[config.mk]
export PLATFORM = sky130hd
export DESIGN_NAME = ddr2_host_frontend_flat
export DESIGN_NICKNAME = d
export VERILOG_FILES = /design/src/rtl/ddr2_host_pkg.sv /design/src/rtl/ddr2_host_frontend_if.sv /design/src/rtl/ddr2_sync_fifo.sv /design/src/rtl/ddr2_host_frontend.sv /design/src/flat_wrapper.sv
export SDC_FILE = /design/constraint.sdc
export NUM_CORES = 2
export LEC_CHECK = 0
export ABC_AREA = 0
export BUFFER_PORTS_ARGS = -buffer_cell sky130_fd_sc_hd__buf_2
export CAP_MARGIN = 10
export CELL_PAD_IN_SITES_DETAIL_PLACEMENT = 1
export CELL_PAD_IN_SITES_GLOBAL_PLACEMENT = 2
export CORE_MARGIN = 1.5
export CORE_UTILIZATION = 54
export DETAILED_ROUTE_END_ITERATION = 8
export GPL_TIMING_DRIVEN = 0
export PLACE_DENSITY = 0.82
export SLEW_MARGIN = 20
export SYNTH_ARGS = -nofsm -noshare
export SYNTH_HDL_FRONTEND = slang
export SYNTH_SLANG_ARGS = --single-unit
[constraint.sdc]
create_clock -name CLK -period 6.4 [get_ports CLK]
set_input_delay 0.32 -clock CLK [delete_from_list [all_inputs] [get_ports CLK]]
set_output_delay 0.32 -clock CLK [all_outputs]
set_load 0.02 [all_outputs]
[src/rtl/ddr2_host_pkg.sv]
// Shared definitions for the DDR2 host command front end:
// command encodings, burst length helper, command FIFO entry layout, FSM states.
package ddr2_host_pkg;

    // Host address width carried in every command FIFO entry.
    localparam int HOST_ADDR_W = 25;

    // Host command encodings (0 and 7 are both NOP).
    localparam logic [2:0] CMD_NOP  = 3'd0;
    localparam logic [2:0] CMD_SCR  = 3'd1;
    localparam logic [2:0] CMD_SCW  = 3'd2;
    localparam logic [2:0] CMD_BLR  = 3'd3;
    localparam logic [2:0] CMD_BLW  = 3'd4;
    localparam logic [2:0] CMD_ATR  = 3'd5;
    localparam logic [2:0] CMD_ATW  = 3'd6;
    localparam logic [2:0] CMD_NOP7 = 3'd7;

    // One command FIFO entry, head fields presented to the scheduler.
    typedef struct packed {
        logic [2:0]             cmd;
        logic [1:0]             sz;
        logic [2:0]             op;
        logic [HOST_ADDR_W-1:0] addr;
    } cmd_entry_t;

    // Front-end FSM states.
    typedef enum logic [1:0] {
        ST_WAIT_RDY = 2'd0,
        ST_ACCEPT   = 2'd1,
        ST_BLK_WR   = 2'd2
    } fe_state_t;

    // Block burst length in words: 8*(SZ+1) -> 8/16/24/32.
    function automatic logic [5:0] burst_len(input logic [1:0] sz);
        return {1'b0, sz, 3'b000} + 6'd8;
    endfunction

endpackage

[src/rtl/ddr2_host_frontend_if.sv]
// Host-side and scheduler-side signals of the DDR2 host front end.
// slave = the front end itself, master = the host/scheduler driving it.
interface ddr2_host_frontend_if #(
    parameter int ADDR_W     = 25,
    parameter int DATA_W     = 16,
    parameter int DATA_DEPTH = 64
);
    localparam int FC_W = $clog2(DATA_DEPTH) + 1;

    // Host command port
    logic              READY;
    logic [2:0]        CMD;
    logic [1:0]        SZ;
    logic [2:0]        OP;
    logic [ADDR_W-1:0] ADDR;
    logic [DATA_W-1:0] DIN;
    logic              NOTFULL;
    logic [FC_W-1:0]   FILLCOUNT;
    logic              BLK_BUSY;

    // Scheduler side
    logic              CQ_VALID;
    logic [2:0]        CQ_CMD;
    logic [1:0]        CQ_SZ;
    logic [2:0]        CQ_OP;
    logic [ADDR_W-1:0] CQ_ADDR;
    logic              CQ_POP;
    logic              DQ_VALID;
    logic [DATA_W-1:0] DQ_DATA;
    logic              DQ_POP;

    modport slave (
        input  READY, CMD, SZ, OP, ADDR, DIN, CQ_POP, DQ_POP,
        output NOTFULL, FILLCOUNT, BLK_BUSY,
               CQ_VALID, CQ_CMD, CQ_SZ, CQ_OP, CQ_ADDR,
               DQ_VALID, DQ_DATA
    );

    modport master (
        output READY, CMD, SZ, OP, ADDR, DIN, CQ_POP, DQ_POP,
        input  NOTFULL, FILLCOUNT, BLK_BUSY,
               CQ_VALID, CQ_CMD, CQ_SZ, CQ_OP, CQ_ADDR,
               DQ_VALID, DQ_DATA
    );

endinterface

[src/rtl/ddr2_sync_fifo.sv]
// Single-clock FIFO with registered first-word-fall-through head and
// occupancy count. A pushed word reaches the head one cycle after its push.
// Pops on an empty FIFO and pushes on a full FIFO are dropped.
module ddr2_sync_fifo #(
    parameter int WIDTH = 8,
    parameter int DEPTH = 16,
    localparam int AW   = $clog2(DEPTH),
    localparam int CW   = AW + 1
) (
    input  logic             clk,
    input  logic             srst,
    input  logic             i_push,
    input  logic [WIDTH-1:0] i_din,
    input  logic             i_pop,
    output logic [WIDTH-1:0] o_head,
    output logic             o_valid,
    output logic [CW-1:0]    o_count
);
    localparam logic [CW-1:0] DEPTH_C = CW'(DEPTH);

    logic [WIDTH-1:0] r_mem [DEPTH];
    logic [AW-1:0]    r_wr_ptr;
    logic [AW-1:0]    r_rd_ptr;
    logic [CW-1:0]    r_count;
    logic [WIDTH-1:0] r_head;

    logic             w_do_push;
    logic             w_do_pop;
    logic [AW-1:0]    w_rd_next;
    logic [CW-1:0]    w_count_next;

    assign w_do_push    = i_push && (r_count != DEPTH_C);
    assign w_do_pop     = i_pop  && (r_count != '0);
    assign w_rd_next    = r_rd_ptr + AW'(w_do_pop);
    assign w_count_next = r_count + CW'(w_do_push) - CW'(w_do_pop);

    // Storage write port; no reset so the array maps onto block RAM.
    always_ff @(posedge clk) begin
        if (w_do_push) begin
            r_mem[r_wr_ptr] <= i_din;
        end
    end

    // Pointers, count and the registered head; the incoming word is forwarded
    // to the head when it becomes the oldest entry in the same cycle.
    always_ff @(posedge clk) begin
        if (srst) begin
            r_wr_ptr <= '0;
            r_rd_ptr <= '0;
            r_count  <= '0;
            r_head   <= '0;
        end else begin
            if (w_do_push) begin
                r_wr_ptr <= r_wr_ptr + AW'(1);
            end
            r_rd_ptr <= w_rd_next;
            r_count  <= w_count_next;
            if (w_count_next != '0) begin
                if (w_do_push && (w_rd_next == r_wr_ptr)) begin
                    r_head <= i_din;
                end else begin
                    r_head <= r_mem[w_rd_next];
                end
            end
        end
    end

    assign o_head  = r_head;
    assign o_valid = (r_count != '0);
    assign o_count = r_count;

endmodule

[src/rtl/ddr2_host_frontend.sv]
// Host command front end of the DDR2 controller: accepts host commands under
// NOTFULL/FILLCOUNT back-pressure, queues commands and write data into two
// FIFOs for the downstream scheduler, and sequences block-write data bursts.
module ddr2_host_frontend
    import ddr2_host_pkg::*;
#(
    parameter int ADDR_W     = HOST_ADDR_W,
    parameter int DATA_W     = 16,
    parameter int CMD_DEPTH  = 16,
    parameter int DATA_DEPTH = 64
) (
    input  logic CLK,
    input  logic RESET,
    ddr2_host_frontend_if.slave bus
);
    localparam int CCW = $clog2(CMD_DEPTH) + 1;
    localparam int DCW = $clog2(DATA_DEPTH) + 1;

    fe_state_t   r_state;
    logic [4:0]  r_remaining;
    logic        r_blk_busy;

    logic [CCW-1:0]    w_cmd_count;
    logic [DCW-1:0]    w_data_count;
    logic              w_cspace;
    logic              w_dspace;
    logic              w_cmd_push;
    logic              w_data_push;
    logic              w_blw_start;
    cmd_entry_t        w_cmd_in;
    cmd_entry_t        w_cmd_head;
    logic              w_cmd_valid;
    logic [DATA_W-1:0] w_data_head;
    logic              w_data_valid;

    // Space flags come from registered counts only, so a pop frees space
    // one cycle later rather than combinationally.
    assign w_cspace = (w_cmd_count < CCW'(CMD_DEPTH));
    assign w_dspace = (w_data_count <= DCW'(DATA_DEPTH - 1));

    assign w_cmd_in = '{cmd: bus.CMD, sz: bus.SZ, op: bus.OP, addr: bus.ADDR};

    // Accept decision for the current cycle: which FIFOs receive a push.
    always_comb begin
        w_cmd_push  = 1'b0;
        w_data_push = 1'b0;
        w_blw_start = 1'b0;
        case (r_state)
            ST_ACCEPT: begin
                case (bus.CMD)
                    CMD_SCR, CMD_BLR: begin
                        w_cmd_push = w_cspace;
                    end
                    CMD_SCW, CMD_ATR, CMD_ATW: begin
                        w_cmd_push  = w_cspace && w_dspace;
                        w_data_push = w_cspace && w_dspace;
                    end
                    CMD_BLW: begin
                        w_cmd_push  = w_cspace && w_dspace;
                        w_data_push = w_cspace && w_dspace;
                        w_blw_start = w_cspace && w_dspace;
                    end
                    default: ;
                endcase
            end
            ST_BLK_WR: begin
                w_data_push = w_dspace;
            end
            default: ;
        endcase
    end

    // Front-end FSM: wait for READY once, accept commands, run BLW data bursts.
    always_ff @(posedge CLK) begin
        if (RESET) begin
            r_state     <= ST_WAIT_RDY;
            r_remaining <= '0;
            r_blk_busy  <= 1'b0;
        end else begin
            case (r_state)
                ST_WAIT_RDY: begin
                    if (bus.READY) begin
                        r_state <= ST_ACCEPT;
                    end
                end
                ST_ACCEPT: begin
                    if (w_blw_start) begin
                        r_remaining <= 5'(burst_len(bus.SZ) - 6'd1);
                        r_state     <= ST_BLK_WR;
                        r_blk_busy  <= 1'b1;
                    end
                end
                ST_BLK_WR: begin
                    if (w_dspace) begin
                        r_remaining <= r_remaining - 5'd1;
                        if (r_remaining == 5'd1) begin
                            r_state    <= ST_ACCEPT;
                            r_blk_busy <= 1'b0;
                        end
                    end
                end
                default: begin
                    r_state <= ST_WAIT_RDY;
                end
            endcase
        end
    end

    ddr2_sync_fifo #(
        .WIDTH ($bits(cmd_entry_t)),
        .DEPTH (CMD_DEPTH)
    ) u_cmd_fifo (
        .clk     (CLK),
        .srst    (RESET),
        .i_push  (w_cmd_push),
        .i_din   (w_cmd_in),
        .i_pop   (bus.CQ_POP),
        .o_head  (w_cmd_head),
        .o_valid (w_cmd_valid),
        .o_count (w_cmd_count)
    );

    ddr2_sync_fifo #(
        .WIDTH (DATA_W),
        .DEPTH (DATA_DEPTH)
    ) u_data_fifo (
        .clk     (CLK),
        .srst    (RESET),
        .i_push  (w_data_push),
        .i_din   (bus.DIN),
        .i_pop   (bus.DQ_POP),
        .o_head  (w_data_head),
        .o_valid (w_data_valid),
        .o_count (w_data_count)
    );

    assign bus.NOTFULL   = w_cspace;
    assign bus.FILLCOUNT = w_data_count;
    assign bus.BLK_BUSY  = r_blk_busy;
    assign bus.CQ_VALID  = w_cmd_valid;
    assign bus.CQ_CMD    = w_cmd_head.cmd;
    assign bus.CQ_SZ     = w_cmd_head.sz;
    assign bus.CQ_OP     = w_cmd_head.op;
    assign bus.CQ_ADDR   = w_cmd_head.addr;
    assign bus.DQ_VALID  = w_data_valid;
    assign bus.DQ_DATA   = w_data_head;

endmodule

[src/flat_wrapper.sv]
// flat-port wrapper written by rule: the top's interface ports become plain ports
module ddr2_host_frontend_flat import ddr2_host_pkg::*;
#(
    parameter int ADDR_W     = HOST_ADDR_W,
    parameter int DATA_W     = 16,
    parameter int CMD_DEPTH  = 16,
    parameter int DATA_DEPTH = 64
)
  (CLK, RESET, bus_READY, bus_CMD, bus_SZ, bus_OP, bus_ADDR, bus_DIN, bus_CQ_POP, bus_DQ_POP, bus_NOTFULL, bus_FILLCOUNT, bus_BLK_BUSY, bus_CQ_VALID, bus_CQ_CMD, bus_CQ_SZ, bus_CQ_OP, bus_CQ_ADDR, bus_DQ_VALID, bus_DQ_DATA);
  ddr2_host_frontend_if #(.ADDR_W(ADDR_W), .DATA_W(DATA_W), .DATA_DEPTH(DATA_DEPTH)) bus_i ();
  input  logic CLK;
  input  logic RESET;
  input wire logic [$bits(bus_i.READY)-1:0] bus_READY;
  input wire logic [$bits(bus_i.CMD)-1:0] bus_CMD;
  input wire logic [$bits(bus_i.SZ)-1:0] bus_SZ;
  input wire logic [$bits(bus_i.OP)-1:0] bus_OP;
  input wire logic [$bits(bus_i.ADDR)-1:0] bus_ADDR;
  input wire logic [$bits(bus_i.DIN)-1:0] bus_DIN;
  input wire logic [$bits(bus_i.CQ_POP)-1:0] bus_CQ_POP;
  input wire logic [$bits(bus_i.DQ_POP)-1:0] bus_DQ_POP;
  output wire logic [$bits(bus_i.NOTFULL)-1:0] bus_NOTFULL;
  output wire logic [$bits(bus_i.FILLCOUNT)-1:0] bus_FILLCOUNT;
  output wire logic [$bits(bus_i.BLK_BUSY)-1:0] bus_BLK_BUSY;
  output wire logic [$bits(bus_i.CQ_VALID)-1:0] bus_CQ_VALID;
  output wire logic [$bits(bus_i.CQ_CMD)-1:0] bus_CQ_CMD;
  output wire logic [$bits(bus_i.CQ_SZ)-1:0] bus_CQ_SZ;
  output wire logic [$bits(bus_i.CQ_OP)-1:0] bus_CQ_OP;
  output wire logic [$bits(bus_i.CQ_ADDR)-1:0] bus_CQ_ADDR;
  output wire logic [$bits(bus_i.DQ_VALID)-1:0] bus_DQ_VALID;
  output wire logic [$bits(bus_i.DQ_DATA)-1:0] bus_DQ_DATA;
  assign bus_i.READY = bus_READY;
  assign bus_i.CMD = bus_CMD;
  assign bus_i.SZ = bus_SZ;
  assign bus_i.OP = bus_OP;
  assign bus_i.ADDR = bus_ADDR;
  assign bus_i.DIN = bus_DIN;
  assign bus_i.CQ_POP = bus_CQ_POP;
  assign bus_i.DQ_POP = bus_DQ_POP;
  assign bus_NOTFULL = bus_i.NOTFULL;
  assign bus_FILLCOUNT = bus_i.FILLCOUNT;
  assign bus_BLK_BUSY = bus_i.BLK_BUSY;
  assign bus_CQ_VALID = bus_i.CQ_VALID;
  assign bus_CQ_CMD = bus_i.CQ_CMD;
  assign bus_CQ_SZ = bus_i.CQ_SZ;
  assign bus_CQ_OP = bus_i.CQ_OP;
  assign bus_CQ_ADDR = bus_i.CQ_ADDR;
  assign bus_DQ_VALID = bus_i.DQ_VALID;
  assign bus_DQ_DATA = bus_i.DQ_DATA;
  ddr2_host_frontend #(.ADDR_W(ADDR_W), .DATA_W(DATA_W), .CMD_DEPTH(CMD_DEPTH), .DATA_DEPTH(DATA_DEPTH)) u_core (.CLK(CLK), .RESET(RESET), .bus(bus_i));
endmodule
==> Implementation_results.wiki <==
{| class="wikitable"
! Metric !! Value
|-
| Root Buffer || sky130_fd_sc_hd__clkbuf_16
|-
| Drt drc || 0
|-
| Half-perimeter wire length after detailed placement || 121 mm
|-
| Height of the chip || around 350 µm
|-
| Cell variety after synth || 69
|-
| FFs w/ async S/R, synth || 0
|-
| GR Util All Layers || 0.307
|-
| Buf+Inv Stages, Crit Path || 7
|-
| Number of DRC markers in iteration 0 || around 3900
|-
| Setup repair after global routing missed its margin || no
|-
| Clock latency on the worst-skew pair || about 800 ps
|-
| Final worst slack || 555 ps
|-
| Post-synthesis instance total || roughly 3000
|-
| Average size of a mapped cell || approximately 21 µm²
|-
| Family of cells with the greatest summed delay on the critical path || buffers and inverters
|-
| Via total after detailed routing || ~34000
|-
| # nets final || roughly 3600
|-
| Share of the synthesized area in compound gates (AO/OA/AOI/OAI) || 0.0165
|-
| Net count after synthesis || around 3100
|-
| Area growth from synthesis to layout || 15.7%
|-
| Antenna Nets Post-Route || 0
|-
| I/O pin count || 114
|-
| Final wirelength || about 180 mm
|-
| Data arrival time of the critical path || between 6000 and 7000 ps
|-
| Final worst clock skew || approximately 33 ps
|-
| Largest stage delay on the critical path || 900 ps
|-
| Largest net degree at the start of global routing || between 60 and 70
|-
| Finish-stage setup viols || 0
|-
| Wire length of the first global-routing pass || about 260 mm
|-
| Total power per unit cell area || 410 nW/µm²
|-
| Remaining max-slew budget at the tightest pin || 0.186
|-
| CTS tree || yes
|-
| Antenna violations before repair || 5
|-
| Max-slew violation total from the final report || 0
|-
| GRT overflow || 0
|-
| Register-to-register path setup slack || roughly 550 ps
|-
| Run status || finished clean
|-
| Maximum ir drop on the vdd rail || 279 µV
|-
| Worst path required time || roughly 7100 ps
|-
| Die span in x || between 300 and 400 µm
|-
| Number of hold buffers added after cts || 34
|-
| Count of cells resized by post-cts repair || 0
|-
| Synth Register Bits || between 1500 and 2000
|-
| Clock sink count || around 1600
|-
| Hold violation total from the final report || 0
|-
| Core area || between 100000 and 150000 µm²
|-
| Die Outline Area || 121000 µm²
|-
| Cell total after placement || about 4800
|-
| Global placer's final weighted congestion || 0.941
|-
| Type of the worst min-delay path || input port to flip-flop
|-
| Worst hold slack after final layout || 122 ps
|-
| Vias per std cell || approximately 6.6
|-
| Max Cap Violations || 0
|-
| Cell occurring most often along the worst timing path || sky130_fd_sc_hd__ha_1
|-
| CTS buffer count || between 150 and 200
|-
| Actual transition at the worst max-transition pin || between 1000 and 1500 ps
|-
| Synth Cell Area || between 60000 and 70000 µm²
|-
| Ordered cell list for the critical path || ha_1 -> inv_2 -> a2111oi_1 -> o211a_1 -> buf_4 -> inv_2 -> ha_1 -> inv_1 -> ha_1 -> inv_1 -> fa_1 -> nand2b_1 -> a21oi_1 -> o21a_1 -> o211ai_1 -> nor3_1 -> buf_2 -> clkbuf_1 -> nand3_1 -> o41ai_2
|-
| Most frequently used flop master after synthesis || sky130_fd_sc_hd__edfxtp_1
|-
| Static Leakage || around 24 nW
|-
| Antenna diode instance count || 0
|-
| Worst Path Max Fanout || 10
|-
| Share of the clock period used by the worst path || 0.913
|-
| Layout cells sized above 1 || 0.297
|-
| # Post-CTS Setup Buffers || 0
|-
| Warnings from Yosys || 0
|-
| Post-synthesis simple-gate area fraction || 0.0325
|-
| Achievable clock frequency || 0.171 GHz
|-
| Share of synthesized area occupied by flip-flops and latches || 0.753
|-
| Cell Rows || around 130
|-
| Routed wire per std cell || around 35 µm
|-
| Worst-path cell with the longest stage delay || sky130_fd_sc_hd__nor3_1
|-
| Router iterations before antenna repair || 6
|-
| Via count of the first global-routing pass || between 30000 and 40000
|-
| Post-layout minimum cycle time || between 5000 and 6000 ps
|-
| Crit Path Category || flip-flop to flip-flop
|-
| Portion of netlist area occupied by mux cells || 0.170
|-
| Clock slew at the register clock pins of the worst setup and hold paths || around 60 ps
|-
| Main combinational cell family by area after synthesis || multiplexers
|-
| Level count of the clock H-tree || 4
|-
| CP endpoint kind || flip-flop
|-
| Number of enable-type register cells in the synthesized netlist || around 1600
|-
| Xor/xnor cell area share of the yosys netlist || 0.00527
|-
| Number of standard cells in the layout, taps in and fillers out || 5141
|-
| Initial core utilization || 0.544
|-
| Post-place setup slack || 450 ps
|-
| Power Total || slightly above 30 mW
|-
| Buffer depth of the longest clock path || 3
|-
| Port Buffers || roughly 110
|-
| Fraction of the mapped netlist area in adder cells || 0.00744
|-
| Element type at the critical path start || flip-flop
|}
worst reg2reg max path: stages, from the launching register on:
cell	delay, ps
sky130_fd_sc_hd__dfxtp_1	390
sky130_fd_sc_hd__ha_1	310
sky130_fd_sc_hd__inv_2	100
sky130_fd_sc_hd__a2111oi_1	410
sky130_fd_sc_hd__o211a_1	210
sky130_fd_sc_hd__buf_4	210
sky130_fd_sc_hd__inv_2	150
sky130_fd_sc_hd__ha_1	320
sky130_fd_sc_hd__inv_1	60
sky130_fd_sc_hd__ha_1	170
sky130_fd_sc_hd__inv_1	80
sky130_fd_sc_hd__fa_1	430
sky130_fd_sc_hd__nand2b_1	170
sky130_fd_sc_hd__a21oi_1	250
sky130_fd_sc_hd__o21a_1	230
sky130_fd_sc_hd__o211ai_1	140
sky130_fd_sc_hd__nor3_1	900
sky130_fd_sc_hd__buf_2	380
sky130_fd_sc_hd__clkbuf_1	570
sky130_fd_sc_hd__nand3_1	190
sky130_fd_sc_hd__o41ai_2	80
metal layers:
metal	share of wire	routed length, µm	vias to the layer above	track usage
met5	0.00012	21	-	0
met1	0.37	68200	18100	0.399
met2	0.51	92800	1837	0.517
met3	0.078	14200	346	0.0582
met4	0.039	7120	4	0.119
li1	-	-	13500	-
synthesized netlist by cell type (4+ instances only):
cell type / instances / area [µm²]
sky130_fd_sc_hd__o22ai_1: 6 / 37.5
sky130_fd_sc_hd__mux4_2: 442 / 9950
sky130_fd_sc_hd__mux2i_1: 92 / 921
sky130_fd_sc_hd__buf_6: 12 / 135
sky130_fd_sc_hd__a211oi_1: 37 / 278
sky130_fd_sc_hd__and2_1: 6 / 37.5
sky130_fd_sc_hd__nand3b_1: 6 / 45.0
sky130_fd_sc_hd__nor4_1: 4 / 25.0
sky130_fd_sc_hd__nand2b_1: 4 / 25.0
sky130_fd_sc_hd__a221oi_2: 9 / 135
sky130_fd_sc_hd__nand2_1: 97 / 364
sky130_fd_sc_hd__buf_2: 35 / 175
sky130_fd_sc_hd__xnor2_1: 18 / 158
sky130_fd_sc_hd__a21oi_1: 34 / 170
sky130_fd_sc_hd__o21ai_0: 8 / 40.0
sky130_fd_sc_hd__nor2b_1: 7 / 43.8
sky130_fd_sc_hd__nand4b_1: 6 / 52.6
sky130_fd_sc_hd__nor2_1: 155 / 582
sky130_fd_sc_hd__xor2_1: 12 / 105
sky130_fd_sc_hd__buf_4: 12 / 90.1
sky130_fd_sc_hd__clkbuf_1: 86 / 323
sky130_fd_sc_hd__nand3_1: 96 / 480
sky130_fd_sc_hd__dfxtp_1: 89 / 1780
sky130_fd_sc_hd__nand4_1: 32 / 200
sky130_fd_sc_hd__and3_1: 4 / 25.0
sky130_fd_sc_hd__o211ai_1: 18 / 135
sky130_fd_sc_hd__edfxtp_1: 1552 / 46600
sky130_fd_sc_hd__buf_8: 4 / 60.1
sky130_fd_sc_hd__buf_1: 18 / 67.6
sky130_fd_sc_hd__ha_1: 35 / 438
sky130_fd_sc_hd__inv_1: 41 / 154
sky130_fd_sc_hd__nor3_1: 20 / 100
worst paths after layout:
check / to / startpoint / cells past startpoint
max: u_core.u_data_fifo.o_head[14] / u_core.r_state[0] / 20
min: u_core.u_data_fifo.r_mem[37][12] / bus_DIN[12] / 1
max reg2reg: u_core.u_data_fifo.o_head[14] / u_core.r_state[0] / 20
min reg2reg: u_core.u_data_fifo.o_head[9] / u_core.u_data_fifo.o_head[9] / 2
flip-flops by register name (all words and copies together) (netlist names):
name	flops
u_core.u_cmd_fifo.r_rd_ptr	4
u_core.r_state	2
u_core.r_remaining	5
u_core.bus.BLK_BUSY	1
u_core.u_data_fifo.o_count	7
u_core.u_cmd_fifo.r_wr_ptr	4
u_core.u_cmd_fifo.o_count	5
u_core.u_cmd_fifo.r_mem	528
u_core.u_data_fifo.r_wr_ptr	6
u_core.u_data_fifo.r_rd_ptr	6
u_core.u_data_fifo.o_head	16
u_core.u_data_fifo.r_mem	1024
u_core.u_cmd_fifo.o_head	33
report_power, final:
group	internal, mW	switching (mW)	total, mW
clock	5.71	4.18	9.89
combinational	3.74	4.75	8.49
sequential	12.0	0.170	12.1
area by class of cell:
type | instances | area, µm²
plain buffers | 167 | 860
clock buffers | 204 | 4420
clock inverters | 104 | 1120
fillers | 9651 | 43700
inverters | 45 | 169
multi-input cells | 1199 | 15200
flip-flops and latches | 1641 | 48400
well taps | 1536 | 1920
repair buffers | 245 | 2360
metrics by stage:
| step | TNS (ps) | util | instance area [µm²] |
|---|---|---|---|
| finish | 0 | 0.630 | 74400 |
| floorplan | 0 | - | 64300 |
| global placement | -91640 | 0.565 | 66800 |
| global route | 0 | 0.630 | 74400 |
| CTS | 0 | 0.630 | 74400 |
| detailed placement | 0 | 0.580 | 68500 |
placed cells by master (no fill, tap or decap), types with 79 or more instances in the layout:
| cell type | instances |
|---|---|
| sky130_fd_sc_hd__dfxtp_1 | 89 |
| sky130_fd_sc_hd__nand3_1 | 96 |
| sky130_fd_sc_hd__nor2_1 | 79 |
| sky130_fd_sc_hd__clkbuf_1 | 112 |
| sky130_fd_sc_hd__edfxtp_1 | 1552 |
| sky130_fd_sc_hd__mux2i_1 | 92 |
| sky130_fd_sc_hd__clkbuf_16 | 170 |
| sky130_fd_sc_hd__nand2_1 | 97 |
| sky130_fd_sc_hd__mux4_2 | 442 |
| sky130_fd_sc_hd__buf_2 | 134 |
cell families after synthesis:
group,count (synthesis)
AND/OR/NAND/NOR,449
AO/OA/AOI/OAI,142
XOR/XNOR,34
adder cells (fa/ha/maj),37
multiplexers,537
flip-flops,1641
buffers and inverters,212
Note: power is estimated with default switching activity, not from simulation.
